--- src/rtl/spc_ctl.sv ---
// Subroutine-PC stack controller: sequences SPC strobes for microcode and
// the console spy port, and tracks depth with sticky over/underflow flags.
module spc_ctl #(
  parameter int DEPTH_MAX = 32,
  parameter int W         = 19
) (
  input  logic         clk,
  input  logic         reset,
  input  logic         run,
  input  logic         state_read,
  input  logic         state_write,
  input  logic         state_fetch,
  input  logic         uc_push,
  input  logic         uc_pop,
  input  logic [W-1:0] uc_data,
  input  logic         spy_req,
  input  logic         spy_op,
  input  logic [W-1:0] spy_data,
  input  logic         spy_clr,
  output logic         spy_ack,
  output logic [W-1:0] spy_rdata,
  input  logic [W-1:0] spco,
  output logic         spcnt,
  output logic         spush,
  output logic         srp,
  output logic         swp,
  output logic         spc_fetch,
  output logic [W-1:0] spcw,
  output logic [5:0]   depth,
  output logic         ovf,
  output logic         unf,
  output logic         busy
);

  typedef enum logic [2:0] {
    S_IDLE,
    S_RD,
    S_WR,
    S_FET,
    S_ACK,
    S_WAITLO
  } state_t;

  state_t         state_q, state_d;
  logic           op_q, op_d;
  logic [5:0]     depth_q, depth_d;
  logic           ovf_q, ovf_d;
  logic           unf_q, unf_d;
  logic           ack_q, ack_d;
  logic [W-1:0]   rdata_q, rdata_d;
  logic           uc_act;
  logic           upd;

  always_ff @(posedge clk) begin
    if (reset) begin
      state_q <= S_IDLE;
      op_q    <= 1'b0;
      depth_q <= '0;
      ovf_q   <= 1'b0;
      unf_q   <= 1'b0;
      ack_q   <= 1'b0;
      rdata_q <= '0;
    end else begin
      state_q <= state_d;
      op_q    <= op_d;
      depth_q <= depth_d;
      ovf_q   <= ovf_d;
      unf_q   <= unf_d;
      ack_q   <= ack_d;
      rdata_q <= rdata_d;
    end
  end

  always_comb begin
    state_d = state_q;
    op_d    = op_q;
    unique case (state_q)
      S_IDLE: begin
        if (spy_req && !run) begin
          op_d    = spy_op;
          state_d = spy_op ? S_WR : S_RD;
        end
      end
      S_RD:     state_d = S_FET;
      S_WR:     state_d = S_FET;
      S_FET:    state_d = S_ACK;
      S_ACK:    state_d = S_WAITLO;
      S_WAITLO: if (!spy_req) state_d = S_IDLE;
      default:  state_d = S_IDLE;
    endcase
  end

  assign busy   = (state_q != S_IDLE);
  assign uc_act = run && !busy;

  always_comb begin
    spcnt     = 1'b0;
    spush     = 1'b0;
    srp       = 1'b0;
    swp       = 1'b0;
    spc_fetch = 1'b0;
    spcw      = '0;
    if (reset) begin
      spcnt = 1'b0;
    end else if (uc_act) begin
      spcnt     = uc_push | uc_pop;
      spush     = uc_push;
      srp       = uc_pop & ~uc_push & state_read;
      swp       = uc_push & state_write;
      spc_fetch = state_fetch;
      spcw      = uc_data;
    end else begin
      unique case (state_q)
        S_RD: begin
          srp   = 1'b1;
          spcnt = 1'b1;
        end
        S_WR: begin
          swp   = 1'b1;
          spcnt = 1'b1;
          spush = 1'b1;
          spcw  = spy_data;
        end
        S_FET: begin
          spc_fetch = 1'b1;
          spcnt     = 1'b1;
          spush     = op_q;
          spcw      = op_q ? spy_data : '0;
        end
        default: spcnt = 1'b0;
      endcase
    end
  end

  assign upd = spc_fetch & spcnt;

  // Depth saturates at both ends; the SPC pointer itself keeps wrapping.
  always_comb begin
    logic set_o, set_u;
    set_o   = 1'b0;
    set_u   = 1'b0;
    depth_d = depth_q;
    if (upd && spush) begin
      if (depth_q == 6'(DEPTH_MAX)) set_o = 1'b1;
      else depth_d = depth_q + 6'd1;
    end else if (upd) begin
      if (depth_q == 6'd0) set_u = 1'b1;
      else depth_d = depth_q - 6'd1;
    end
    ovf_d = (ovf_q & ~spy_clr) | set_o;
    unf_d = (unf_q & ~spy_clr) | set_u;
  end

  always_comb begin
    ack_d   = (state_q == S_ACK);
    rdata_d = rdata_q;
    if (state_q == S_FET && !op_q) rdata_d = spco;
  end

  assign spy_ack   = ack_q;
  assign spy_rdata = rdata_q;
  assign depth     = depth_q;
  assign ovf       = ovf_q;
  assign unf       = unf_q;

endmodule
--- config.mk ---
export PLATFORM = sky130hd
export DESIGN_NAME = spc_ctl
export DESIGN_NICKNAME = d
export VERILOG_FILES = /design/src/rtl/spc_ctl.sv
export SDC_FILE = /design/constraint.sdc
export NUM_CORES = 1
export LEC_CHECK = 0
export ABC_AREA = 0
export CORE_ASPECT_RATIO = 0.8
export CORE_MARGIN = 2
export CORE_UTILIZATION = 39
export CTS_CLUSTER_SIZE = 24
export DETAILED_ROUTE_END_ITERATION = 12
export GPL_ROUTABILITY_DRIVEN = 0
export HOLD_SLACK_MARGIN = 0.02
export PLACE_DENSITY = 0.94
export SLEW_MARGIN = 40
export SYNTH_ARGS = -nofsm -noshare
export SYNTH_HDL_FRONTEND = slang
export SYNTH_SLANG_ARGS = --single-unit
--- constraint.sdc ---
create_clock -name clk -period 9.6 [get_ports clk]
set_input_delay 1.44 -clock clk [delete_from_list [all_inputs] [get_ports clk]]
set_output_delay 1.44 -clock clk [all_outputs]
set_load 0.01 [all_outputs]
; ---- After elaboration in Yosys (flattened, before gate mapping)
; Index checks and enable logic that the tools add are counted.
[op_classes]
n_addsub = 2
multipliers = 0
div = 0
n_lt_le_gt_ge = 0
eq_ne = 10
shift = 0
n_mux = 32
bitwise = 11
n_reduce_logical = 16
[ops]
columns = op, n
row1 = $mux W19, 3
row2 = $pmux W19 S2, 1
row3 = $mux W6, 4
row4 = $mux W1, 19
row5 = $pmux W3 S5, 1
row6 = $ne A2 B2 Y1 const B, 4
row7 = $add A6 B1 Y6 const B, 1
row8 = $and A1 B1 Y1, 6
row9 = $eq A3 B2 Y1 const B, 2
row10 = $eq A3 B3 Y1 const B, 2
row11 = $eq A6 B6 Y1 const B, 1
row12 = $logic_not A6 Y1, 1
row13 = $mux W3, 2
row14 = $sub A6 B1 Y6 const B, 1
row15 = $logic_and A1 B1 Y1, 4
row16 = $reduce_and A2 Y1, 2
row17 = $eq A3 B1 Y1 const B, 1
row18 = $logic_not A1 Y1, 3
row19 = $logic_not A3 Y1, 1
row20 = $or A1 B1 Y1, 3
row21 = $reduce_and A3 Y1, 1
row22 = $reduce_bool A3 Y1, 1
row23 = $reduce_or A3 Y1, 1
row24 = $mux W2, 1
row25 = 4 further kinds, 5
[word_totals]
regBits = 32
latch_bits = 0
ram_bits = 0
mem_bits_ro = 0
word_cells = 78
memories = 0

; ---- Logic depth before layout (Yosys ltp)
[depth]
depth_word = 9
mapped_depth = 13
mapped_depth_nobuf = 10

; ---- Least setup slack after synthesis
; Ideal clock, no wire load.
[synth_timing]
path_kind = input to register
startpoint = input run
endpoint = register depth_q[5] (netlist: depth[5])
setup_ps = 135
arrival_ps = 4086
t_required_ps = 9465
setup_slack_ps = 5379
stages = 12
path_buffers = 2
path_cell_list = buf_2 -> or4bb_1 -> a21oi_1 -> and2_1 -> buf_2 -> nand2_1 -> ha_1 -> o21ai_0 -> o21a_1 -> o31a_2 -> o311ai_0 -> o41ai_1
[synth_between]
elab_chain_cells = 7
[synth_lines]
columns = item, line_no
row1 = from (decl), 9  ; input logic run,
row2 = $logic_and A1 B1 Y1 (*), 94  ; assign uc_act = run && !busy;
row3 = $mux W1 (*), 105  ; end else if (uc_act) begin
row4 = $mux W1 (*), 103  ; if (reset) begin
row5 = via spc_fetch, 27  ; output logic spc_fetch,
row6 = $and A1 B1 Y1 (*), 135  ; assign upd = spc_fetch & spcnt;
row7 = $logic_and A1 B1 Y1, 143  ; if (upd && spush) begin
row8 = $ne A2 B2 Y1 (no source line) / $reduce_bool A2 Y1 (equally long branches), -
row9 = $reduce_and A3 Y1 (no source line), -
row10 = to (signal assigned), 66  ; depth_q <= depth_d;
row11 = to (decl), 46  ; logic [5:0] depth_q, depth_d;
; The timed path passes the listed nets; every way through them passes the cells marked *.
; A chain may end at the register's enable or synchronous reset.

; ---- Worst setup path after layout
[layout_timing]
startpoint = input run
endpoint = output spcw[12]
[layout_between]
elab_chain_cells = 3
[layout_lines]
columns = item, line_no
row1 = $logic_and A1 B1 Y1, 94
row2 = $mux W19, 105
row3 = $mux W19, 103
row4 = to (decl), 28  ; output logic [W-1:0] spcw,
; No other way between the ends.

==> qor.csv <==
metric,value,unit
unrepaired setup endpoints after global routing,false,
Reg2Reg Depth,10,
CP startpoint,run,
status,"complete, no violations",
Final Hold Violating Endpoints,0,
Seq pwr share,35.5,%
LEAKAGE,1.17,nW
Placement Setup Slack,4.44,ns
total core area,4570,µm²
Final setup viols,0,
final net count,442,
row cnt,22,
first-pass GRT wire length,9150,µm
initial antenna violation count,0,
RR Endpoint,depth[5],
share of the synthesized area in the top cell type,34.8,%
total negative slack,0,ns
startpoint class of the critical path,input port,
Ys Warns,0,
clock latency at the later pin of the worst-skew pair,0.28,ns
Top Family by Delay on Critical Path,buffers and inverters,
internal power,0.000295,W
Final Max Tran Viols,0,
min-delay worst type,register to register,
Setup crit end,spcw[12],
die extent in x,80.8,µm
Mapped Area,1840,µm²
Worst Path Max Fanout,14,
Synth Instances,257,
most numerous cell in the Yosys netlist,nand2_1,
post-layout min period,5.14,ns
Setup crit end kind,primary output,
Die H,65.4,µm
clock network fraction of design power,30.0,%
post-synthesis register bit count,32,
drt drc,0,
Crit-path slowest cell,clkdlybuf4s50_1,
DPL Wire Length,4390,µm
H-tree levels,2,
Vias per Instance,5.09,
ranking of synthesized cells by area,"dfxtp_1 (35%), nand2_1 (17%), a21oi_1 (12%)",
Mapped Avg Cell Area,7.16,µm²
sequential cell area fraction in the yosys report,34.8,%
"area leader, netlist",dfxtp_1,
Worst-Margin Slew,0.683,ns
top post-synthesis cells by count,"nand2_1 (85), a21oi_1 (45), dfxtp_1 (32)",
"Area growth, synth to finish",71.8,%
routed len/inst,13.5,µm
worst endpoint data arrival time,3.70,ns
Comb pwr share,34.4,%
CTS sink cnt,32,
"Top FF cell, synth",dfxtp_1,
Pre-Repair DR Iteration Count,4,
Post-Route WL,5810,µm
R2R Setup Slk,6.12,ns
"EDFF count, synth",0,
vias in the first global route,2069,
Sw Ratio,30.3,%
layout cell share with drive strength beyond 1,3.78,%
num ports,121,
post-cts resize count,0,
fin worst setup slack,4.46,ns
ANT nets after route,0,
Initial Util,40.3,%
die area,5290,µm²
clk_skew,0.00690,ns
largest stage delay on the critical path,0.61,ns
FF-to-FF Start,state_q[1],
FMAX,0.195,GHz
CTS tree,done,
GR Overflow Total,0,
max-cap violation count,0,
Root Buffer,clkbuf_8,
maximum vdd drop,99.3,µV
cell mode on critical path,clkdlybuf4s50_1,
# port buffers,120,
ANT cells,0,
crit path kind,input port to primary output,
"Reg clk slew, reported paths",0.07,ns
Worst Path Buf+Inv,3,
Critical Path Stages,6,
syn_nets,330,
P per Cell Area,134,nW/µm²
Worst slew margin,54.3,%
CP cell instances,clkdlybuf4s50_1 -> nor4b_4 -> buf_4 -> nand2_1 -> a21oi_1 -> clkdlybuf4s50_1,
via count,2189,
"Distinct cells, synth",43,
Critical Path RT,8.16,ns
period utilization,53.5,%
CTS Buffer Depth,2,
setup bufs post-CTS,0,
# hold bufs at CTS,0,
drt initial violations,103,
switching power total,0.000128,W
largest net degree at the start of global routing,31,
clock buffer count from CTS,5,
ys async rst share,0,%
global-route usage over all layers,21.9,%
## routing by layer
metal	GRT usage, %	routed length [µm]	up-vias
li1	-	-	1106
met1	26.9	2530	973
met2	36.6	2670	99
met3	6.18	508	11
met4	8.05	92	0
met5	0	0	-
## tightest hold or removal path: stages (launching register included)
cell and delay [ns]:
dfxtp_1 0.31, nand2_1 0.05, a21oi_1 0.05
## placed cells by master, fill, tap and decap left out, drive strengths merged, types with 2 or more instances in the layout
| master | count |
|---|---|
| a31o | 2 |
| o21ai | 5 |
| inv | 5 |
| nor2 | 10 |
| ha | 4 |
| clkdlybuf4s50 | 120 |
| dfxtp | 32 |
| nand2 | 85 |
| nand3 | 5 |
| a31oi | 2 |
| mux2i | 2 |
| a211oi | 3 |
| a21o | 3 |
| nor4b | 2 |
| and3 | 3 |
| buf | 2 |
| nor3b | 3 |
| a21oi | 45 |
| nor2b | 3 |
| clkbuf | 6 |
| nor3 | 7 |
| xnor2 | 2 |
## logic make-up (layout without fill, tap and decap cells)
logic type | count (synthesis) | count (layout) | share of synthesized area (%)
AOI/OAI and AO/OA | 68 | 68 | 22.6
DFF | 32 | 32 | 34.8
xor gates and xnor gates | 3 | 3 | 1.43
muxes | 2 | 2 | 1.09
adders and majority gates | 5 | 5 | 3.81
buffers and inverters | 22 | 135 | 5.57
and+or+nand+nor | 125 | 125 | 30.7
## worst min path at each step
stage / start / endpoint / slack, ns / cells after the start
after CTS: spy_rdata[2] / spy_rdata[2] / 0.46 / 2
after global routing: spy_rdata[11] / spy_rdata[11] / 0.47 / 2
after detailed placement: spy_rdata[2] / spy_rdata[2] / 0.45 / 2
after floorplan: ovf / ovf / 0.48 / 2
after global placement: spy_rdata[3] / spy_rdata[3] / 0.44 / 2
final: spy_rdata[2] / spy_rdata[2] / 0.45 / 2
## through the flow
step / cell area [µm²] / power, W / util, % / std cells / hold WS (ns)
floorplan: 1840 / 0.000225 / - / 257 / 0.476
global placement: 3040 / 0.000293 / 66.5 / 421 / 0.442
detailed placement: 3050 / 0.000298 / 66.8 / 422 / 0.446
CTS: 3160 / 0.000424 / 69.2 / 430 / 0.455
global route: 3160 / 0.000444 / 69.2 / 430 / 0.471
finish: 3160 / 0.000423 / 69.2 / 430 / 0.453
## flip-flops by register name (all words and copies together), names as in the netlist
name,flops
depth,6
op_q,1
ovf,1
spy_ack,1
spy_rdata,19
state_q,3
unf,1
## power by group through the flow
stage | Sequential (W) | Combinational [W] | Clock [W]
final | 0.000150 | 0.000146 | 0.000127
after global routing | 0.000152 | 0.000159 | 0.000133
after CTS | 0.000150 | 0.000146 | 0.000128
after detailed placement | 0.000153 | 0.000145 | 0
after global placement | 0.000152 | 0.000141 | 0
after floorplan | 0.000150 | 0.0000752 | 0
## area by class of cell
type	instances	area [µm²]
clock buffers	6	72.6
clock inverters	2	35.0
fillers	377	1410
inverters	5	18.8
multi-input cells	203	1100
flip-flops and latches	32	641
well taps	60	75.1
repair buffers	122	1220
Note: power is estimated with default switching activity, not from simulation.
